### src/rtl/mips8_pkg.sv
// Shared constants and helpers for the 8-bit multicycle MIPS datapath.
// Holds next-PC select encodings, opcode values and instruction-register geometry.
package mips8_pkg;

  localparam int unsigned WIDTH    = 8;
  localparam int unsigned BYTE_W   = 8;
  localparam int unsigned IR_BYTES = 4;
  localparam int unsigned IR_WIDTH = IR_BYTES * BYTE_W;
  localparam int unsigned OP_W     = 6;
  localparam int unsigned FUNCT_W  = 6;

  typedef enum logic [1:0] {
    PCSRC_INC = 2'b00,
    PCSRC_BR  = 2'b01,
    PCSRC_JMP = 2'b10,
    PCSRC_RSV = 2'b11
  } pcsrc_e;

  typedef enum logic [OP_W-1:0] {
    RTYPE = 6'h00,
    J     = 6'h02,
    BEQ   = 6'h04,
    ADDI  = 6'h08,
    LB    = 6'h20,
    SB    = 6'h28
  } opcode_e;

  // True when more than one byte enable is active at once.
  function automatic logic multi_hot(input logic [IR_BYTES-1:0] v);
    return (v & (v - IR_BYTES'(1))) != '0;
  endfunction

endpackage

### src/rtl/mips8_fetch_unit_if.sv
// Controller/memory-facing bus of the fetch unit.
// master = controller and memory side, slave = fetch unit.
interface mips8_fetch_unit_if #(
  parameter int unsigned WIDTH = mips8_pkg::WIDTH
);
  import mips8_pkg::*;

  logic                  memread;
  logic [IR_BYTES-1:0]   irwrite;
  logic                  pcen;
  logic [1:0]            pcsrc;
  logic                  iord;
  logic [WIDTH-1:0]      alu_result;
  logic [WIDTH-1:0]      alu_out;
  logic [WIDTH-1:0]      memdata;
  logic                  mem_ready;

  logic [WIDTH-1:0]      adr;
  logic [WIDTH-1:0]      pc;
  logic [IR_WIDTH-1:0]   instr;
  logic [OP_W-1:0]       op;
  logic [FUNCT_W-1:0]    funct;
  logic                  ir_valid;
  logic                  stall;
  logic                  err;

  modport master (
    output memread, irwrite, pcen, pcsrc, iord, alu_result, alu_out, memdata, mem_ready,
    input  adr, pc, instr, op, funct, ir_valid, stall, err
  );

  modport slave (
    input  memread, irwrite, pcen, pcsrc, iord, alu_result, alu_out, memdata, mem_ready,
    output adr, pc, instr, op, funct, ir_valid, stall, err
  );

endinterface

### src/rtl/mips8_ir_bytereg.sv
// Four-byte instruction register with per-byte enables, a byte-valid mask
// and detection of multiple simultaneous enables.
module mips8_ir_bytereg
  import mips8_pkg::*;
(
  input  logic                clk,
  input  logic                reset,
  input  logic                we,
  input  logic [IR_BYTES-1:0] be,
  input  logic [BYTE_W-1:0]   din,
  output logic [IR_WIDTH-1:0] q,
  output logic [IR_BYTES-1:0] mask,
  output logic                multi_c
);

  logic [IR_WIDTH-1:0] q_q, q_d;
  logic [IR_BYTES-1:0] mask_q, mask_d;

  // Writing byte 0 starts a fresh instruction; other bytes accumulate.
  always_comb begin
    q_d    = q_q;
    mask_d = mask_q;
    if (we) begin
      for (int k = 0; k < int'(IR_BYTES); k++) begin
        if (be[k]) q_d[k*BYTE_W +: BYTE_W] = din;
      end
      mask_d = be[0] ? IR_BYTES'(1) : (mask_q | be);
    end
  end

  always_ff @(posedge clk) begin
    if (reset) begin
      q_q    <= '0;
      mask_q <= '0;
    end else begin
      q_q    <= q_d;
      mask_q <= mask_d;
    end
  end

  assign q       = q_q;
  assign mask    = mask_q;
  assign multi_c = multi_hot(be);

endmodule

### src/rtl/mips8_fetch_unit.sv
// Fetch-side register stage: PC, address mux, byte-assembled IR and
// memory wait handshake feeding the multicycle controller.
module mips8_fetch_unit #(
  parameter int unsigned     WIDTH    = mips8_pkg::WIDTH,
  parameter logic [WIDTH-1:0] PC_RESET = '0
) (
  input  logic               clk,
  input  logic               reset,
  mips8_fetch_unit_if.slave  bus
);
  import mips8_pkg::*;

  logic [WIDTH-1:0]    pc_q, pc_d;
  logic                err_q, err_d;
  logic                stall_c;
  logic                pc_err_c;
  logic                multi_c;
  logic [IR_WIDTH-1:0] instr;
  logic [IR_BYTES-1:0] mask;
  pcsrc_e              pcsrc;

  assign stall_c = bus.memread & ~bus.mem_ready;
  assign pcsrc   = pcsrc_e'(bus.pcsrc);

  mips8_ir_bytereg u_ir (
    .clk     (clk),
    .reset   (reset),
    .we      (~stall_c),
    .be      (bus.irwrite),
    .din     (BYTE_W'(bus.memdata)),
    .q       (instr),
    .mask    (mask),
    .multi_c (multi_c)
  );

  // Next-PC select; the jump target comes from the pre-edge IR.
  always_comb begin
    pc_d     = pc_q;
    pc_err_c = 1'b0;
    if (bus.pcen && !stall_c) begin
      unique case (pcsrc)
        PCSRC_INC: pc_d = bus.alu_result;
        PCSRC_BR:  pc_d = bus.alu_out;
        PCSRC_JMP: pc_d = WIDTH'({instr[FUNCT_W-1:0], 2'b00});
        default:   pc_err_c = 1'b1;
      endcase
    end
  end

  // Sticky error: reserved PC select or more than one IR byte enable.
  always_comb begin
    err_d = err_q | pc_err_c | (multi_c & ~stall_c);
  end

  always_ff @(posedge clk) begin
    if (reset) begin
      pc_q  <= PC_RESET;
      err_q <= 1'b0;
    end else begin
      pc_q  <= pc_d;
      err_q <= err_d;
    end
  end

  assign bus.adr      = bus.iord ? bus.alu_out : pc_q;
  assign bus.pc       = pc_q;
  assign bus.instr    = instr;
  assign bus.op       = instr[IR_WIDTH-1 -: OP_W];
  assign bus.funct    = instr[FUNCT_W-1:0];
  assign bus.ir_valid = (mask == '1);
  assign bus.stall    = stall_c;
  assign bus.err      = err_q;

endmodule

### src/flat_wrapper.sv
// flat-port wrapper written by rule: the top's interface ports become plain ports
module mips8_fetch_unit_flat import mips8_pkg::*;
#(
  parameter int unsigned     WIDTH    = mips8_pkg::WIDTH,
  parameter logic [WIDTH-1:0] PC_RESET = '0
)
  (clk, reset, bus_memread, bus_irwrite, bus_pcen, bus_pcsrc, bus_iord, bus_alu_result, bus_alu_out, bus_memdata, bus_mem_ready, bus_adr, bus_pc, bus_instr, bus_op, bus_funct, bus_ir_valid, bus_stall, bus_err);
  mips8_fetch_unit_if #(.WIDTH(WIDTH)) bus_i ();
  input  logic clk;
  input  logic reset;
  input wire logic [$bits(bus_i.memread)-1:0] bus_memread;
  input wire logic [$bits(bus_i.irwrite)-1:0] bus_irwrite;
  input wire logic [$bits(bus_i.pcen)-1:0] bus_pcen;
  input wire logic [$bits(bus_i.pcsrc)-1:0] bus_pcsrc;
  input wire logic [$bits(bus_i.iord)-1:0] bus_iord;
  input wire logic [$bits(bus_i.alu_result)-1:0] bus_alu_result;
  input wire logic [$bits(bus_i.alu_out)-1:0] bus_alu_out;
  input wire logic [$bits(bus_i.memdata)-1:0] bus_memdata;
  input wire logic [$bits(bus_i.mem_ready)-1:0] bus_mem_ready;
  output wire logic [$bits(bus_i.adr)-1:0] bus_adr;
  output wire logic [$bits(bus_i.pc)-1:0] bus_pc;
  output wire logic [$bits(bus_i.instr)-1:0] bus_instr;
  output wire logic [$bits(bus_i.op)-1:0] bus_op;
  output wire logic [$bits(bus_i.funct)-1:0] bus_funct;
  output wire logic [$bits(bus_i.ir_valid)-1:0] bus_ir_valid;
  output wire logic [$bits(bus_i.stall)-1:0] bus_stall;
  output wire logic [$bits(bus_i.err)-1:0] bus_err;
  assign bus_i.memread = bus_memread;
  assign bus_i.irwrite = bus_irwrite;
  assign bus_i.pcen = bus_pcen;
  assign bus_i.pcsrc = bus_pcsrc;
  assign bus_i.iord = bus_iord;
  assign bus_i.alu_result = bus_alu_result;
  assign bus_i.alu_out = bus_alu_out;
  assign bus_i.memdata = bus_memdata;
  assign bus_i.mem_ready = bus_mem_ready;
  assign bus_adr = bus_i.adr;
  assign bus_pc = bus_i.pc;
  assign bus_instr = bus_i.instr;
  assign bus_op = bus_i.op;
  assign bus_funct = bus_i.funct;
  assign bus_ir_valid = bus_i.ir_valid;
  assign bus_stall = bus_i.stall;
  assign bus_err = bus_i.err;
  mips8_fetch_unit #(.WIDTH(WIDTH), .PC_RESET(PC_RESET)) u_core (.clk(clk), .reset(reset), .bus(bus_i));
endmodule
### config.mk
export PLATFORM = sky130hd
export DESIGN_NAME = mips8_fetch_unit_flat
export DESIGN_NICKNAME = d
export VERILOG_FILES = /design/src/rtl/mips8_pkg.sv /design/src/rtl/mips8_fetch_unit_if.sv /design/src/rtl/mips8_ir_bytereg.sv /design/src/rtl/mips8_fetch_unit.sv /design/src/flat_wrapper.sv
export SDC_FILE = /design/constraint.sdc
export NUM_CORES = 1
export LEC_CHECK = 0
export CORE_MARGIN = 8
export CORE_UTILIZATION = 44
export DETAILED_ROUTE_END_ITERATION = 7
export PLACE_DENSITY = 0.85
export SYNTH_ARGS = -nofsm -noshare
export SYNTH_HDL_FRONTEND = slang
export SYNTH_SLANG_ARGS = --single-unit
### constraint.sdc
create_clock -name clk -period 3.7 [get_ports clk]
set_input_delay 0.555 -clock clk [delete_from_list [all_inputs] [get_ports clk]]
set_output_delay 0.555 -clock clk [all_outputs]
set_load 0.02 [all_outputs]
==> impl_metrics.json <==
{
  "outcome": "finished, final reports clean",
  "grt_pass1_vias": 2047,
  "worst_hold_path_type": "reg2reg",
  "r2r_end": "u_core.bus.pc[6]$_SDFFE_PP0P_",
  "post_cts_buffers": 0,
  "globalRouteOverflowTotal": 0,
  "cts_tree": "yes",
  "wire_per_inst_um": 18.6,
  "synth_fp_nets": 283,
  "endpoint_kind": "output pin",
  "drv_slew": 0,
  "first_iter_violations": 239,
  "insertion_delay_ps": 300,
  "synth_area_mm2": 0.00210,
  "synth_top_family_by_area": "compound AO/OA/AOI/OAI gates",
  "critPathRequiredTime_ps": 3140,
  "max_cap_violations": 0,
  "die_area_mm2": 0.00725,
  "place.gp.congestion": 0.785,
  "ant_nets": 0,
  "cts_buffer_depth": 2,
  "hp-start": "u_core.u_ir.q[17]$_SDFFE_PP0P_",
  "cts.sinks": 45,
  "post-route-period-util": 0.748,
  "ir_drop_v": 0.000229,
  "dr.pass1.iters": 4,
  "worstHoldEndpoint": "u_core.u_ir.q[17]$_SDFFE_PP0P_",
  "drive_gt1_frac": 0.0752,
  "ys_warn_count": 0,
  "critPathArrivalTime_ps": 2210,
  "ys_seq_elements": 45,
  "synth-simple-area-share": 0.108,
  "max_freq_ghz": 0.361,
  "io_pins": 99,
  "grt_antenna_before_repair": 0,
  "regArea_um2": 901,
  "worst_pin_slew_ps": 597,
  "synthAdderAreaFrac": 0.0179,
  "grt.total_usage": 0.181,
  "core_mm2": 0.00466,
  "area_growth_pct": 47.3,
  "cts-root-buf": "clkbuf_8",
  "synth-xor-area-share": 0,
  "finalHoldViolations": 0,
  "route.final.wire_length_um": 6930,
  "htree_levels": 2,
  "layout_commonest_cell": "clkdlybuf4s50_1",
  "cts_resized": 0,
  "rr_worst_depth": 3,
  "rr_startpoint": "u_core.u_ir.q[4]$_SDFFE_PP0P_",
  "grt_max_degree": 50,
  "fin_skew_ps": 1.33,
  "rows": 25,
  "holdPathStages": 2,
  "grt_setup_unrepaired": "no",
  "syn_area_per_cell_um2": 8.61,
  "viasPerCell": 5.82,
  "grt_pass1_wl_um": 10600,
  "p_per_area_mw_per_mm2": 410,
  "die_h_um": 85.1,
  "worstSetupPathType": "in2out",
  "multi_input_area_um2": 960,
  "critPathLaunchType": "input port",
  "clk_pin_slew_worst_paths_ps": 80,
  "die_w_um": 85.1,
  "start_util": 0.451,
  "power.leakage_nw": 1.11,
  "mostFrequentLayoutCells": "clkdlybuf4s50_1, dfxtp_1, a21oi_1, o21ai_0, nand3_1",
  "synth_cell_types": 29,
  "setup_violations": 0,
  "antennaDiodeCount": 0,
  "fin_nets": 357,
  "nFillCells": 375,
  "synthCells": 244,
  "fin_hold_ws_ps": 474,
  "finish.utilization": 0.664,
  "drcViolationCount": 0,
  "tns_ps": 0,
  "cts_buffers": 5,
  "synth_compound_area_frac": 0.288,
  "portBuffers": 98,
  "post-dp-hpwl_um": 4980,
  "fin_crit_ps": 2770,
  "rrSetupSlack_ps": 2700,
  "num_vias": 2171,
  "ys_seq_area_frac": 0.429,
  "postCtsHoldBufs": 0,
  "maxSlewHeadroom": 0.601,
  "synth.area.mux_share": 0.0429,
  "crit_fanout": 8
}
## power by group
part / leakage [nW] / internal (mW) / switching, mW / total [mW]
Sequential: 0.370 / 0.514 / 0.0184 / 0.532
Clock: 0.0681 / 0.268 / 0.168 / 0.436
Combinational: 0.671 / 0.142 / 0.158 / 0.300
Total: 1.11 / 0.924 / 0.345 / 1.27
## worst max-delay path: stages
cell and delay (ps):
clkdlybuf4s50_1 710, mux2_2 390, clkdlybuf4s50_1 550
## metal layers
layer  share of wire  GRT usage  vias up
met3           0.078     0.0531       12
met1            0.39      0.206     1022
met5               0          0        -
met4           0.021     0.0841        0
met2            0.51      0.304      107
li1                -          -     1030
## cell families after synthesis
group,after synthesis
AOI/OAI and AO/OA,103
adders and majority gates,3
DFF,45
muxes,8
and+or+nand+nor,43
buffers and inverters,42
## flip-flops by register name (all words and copies together) (netlist names)
| signal | flops |
|---|---|
| u_core.u_ir.q | 32 |
| u_core.bus.pc | 8 |
| u_core.u_ir.mask | 4 |
| u_core.bus.err | 1 |
## per-stage QoR
stage               cell area [um2]  worst slack (ps)  total power, mW  std cells
floorplan                      2100              2030            0.703        244
global placement               2960               945            0.834        365
detailed placement             2960               927            0.841        365
CTS                            3100               914             1.27        373
global route                   3100               891             1.32        373
finish                         3100               934             1.27        373
## layout make-up
cell class,instances,area share
clock buffer,5,0.0222
clock inverter,3,0.0210
inverter,8,0.00970
multi-input combinational,157,0.310
sequential,45,0.291
tap,54,0.0218
timing repair buffer,101,0.324
## cells in the mapped netlist
library cell  count  area share
nand2_1           3      0.0054
a311o_1           1      0.0048
and4_1            1      0.0042
o21ai_0          35       0.083
buf_1             1      0.0018
nor2_2            1      0.0030
o21ai_1           3      0.0071
inv_2             1      0.0018
ha_1              3       0.018
nand3_1          34       0.081
nor2_1            1      0.0018
a31oi_1           1      0.0030
buf_4            16       0.057
nand2b_4          1      0.0065
buf_2            13       0.031
o2111ai_1         6       0.025
o22ai_1           1      0.0030
clkinv_1          1      0.0018
clkbuf_1          3      0.0054
nand2b_1          1      0.0030
inv_1             6       0.011
a211oi_1          4       0.014
dfxtp_1          45        0.43
mux2_2            8       0.043
a221o_1           6       0.029
a21oi_1          44        0.10
nor2b_1           1      0.0030
a311oi_2          2       0.014
buf_6             1      0.0054
## worst max-delay path by stage
| stage | startpoint | end | slack, ps | cells after the start |
|---|---|---|---|---|
| 6_report | bus_iord | bus_adr[1] | 930 | 3 |
| 5_1_grt | bus_iord | bus_adr[6] | 890 | 3 |
| 4_1_cts | bus_iord | bus_adr[1] | 910 | 3 |
| 3_5_place_dp | bus_iord | bus_adr[1] | 930 | 3 |
| 3_3_place_gp | bus_iord | bus_adr[6] | 940 | 3 |
| 2_1_floorplan | bus_iord | bus_adr[0] | 2030 | 2 |
No activity file was read; power rests on OpenSTA's default activity.
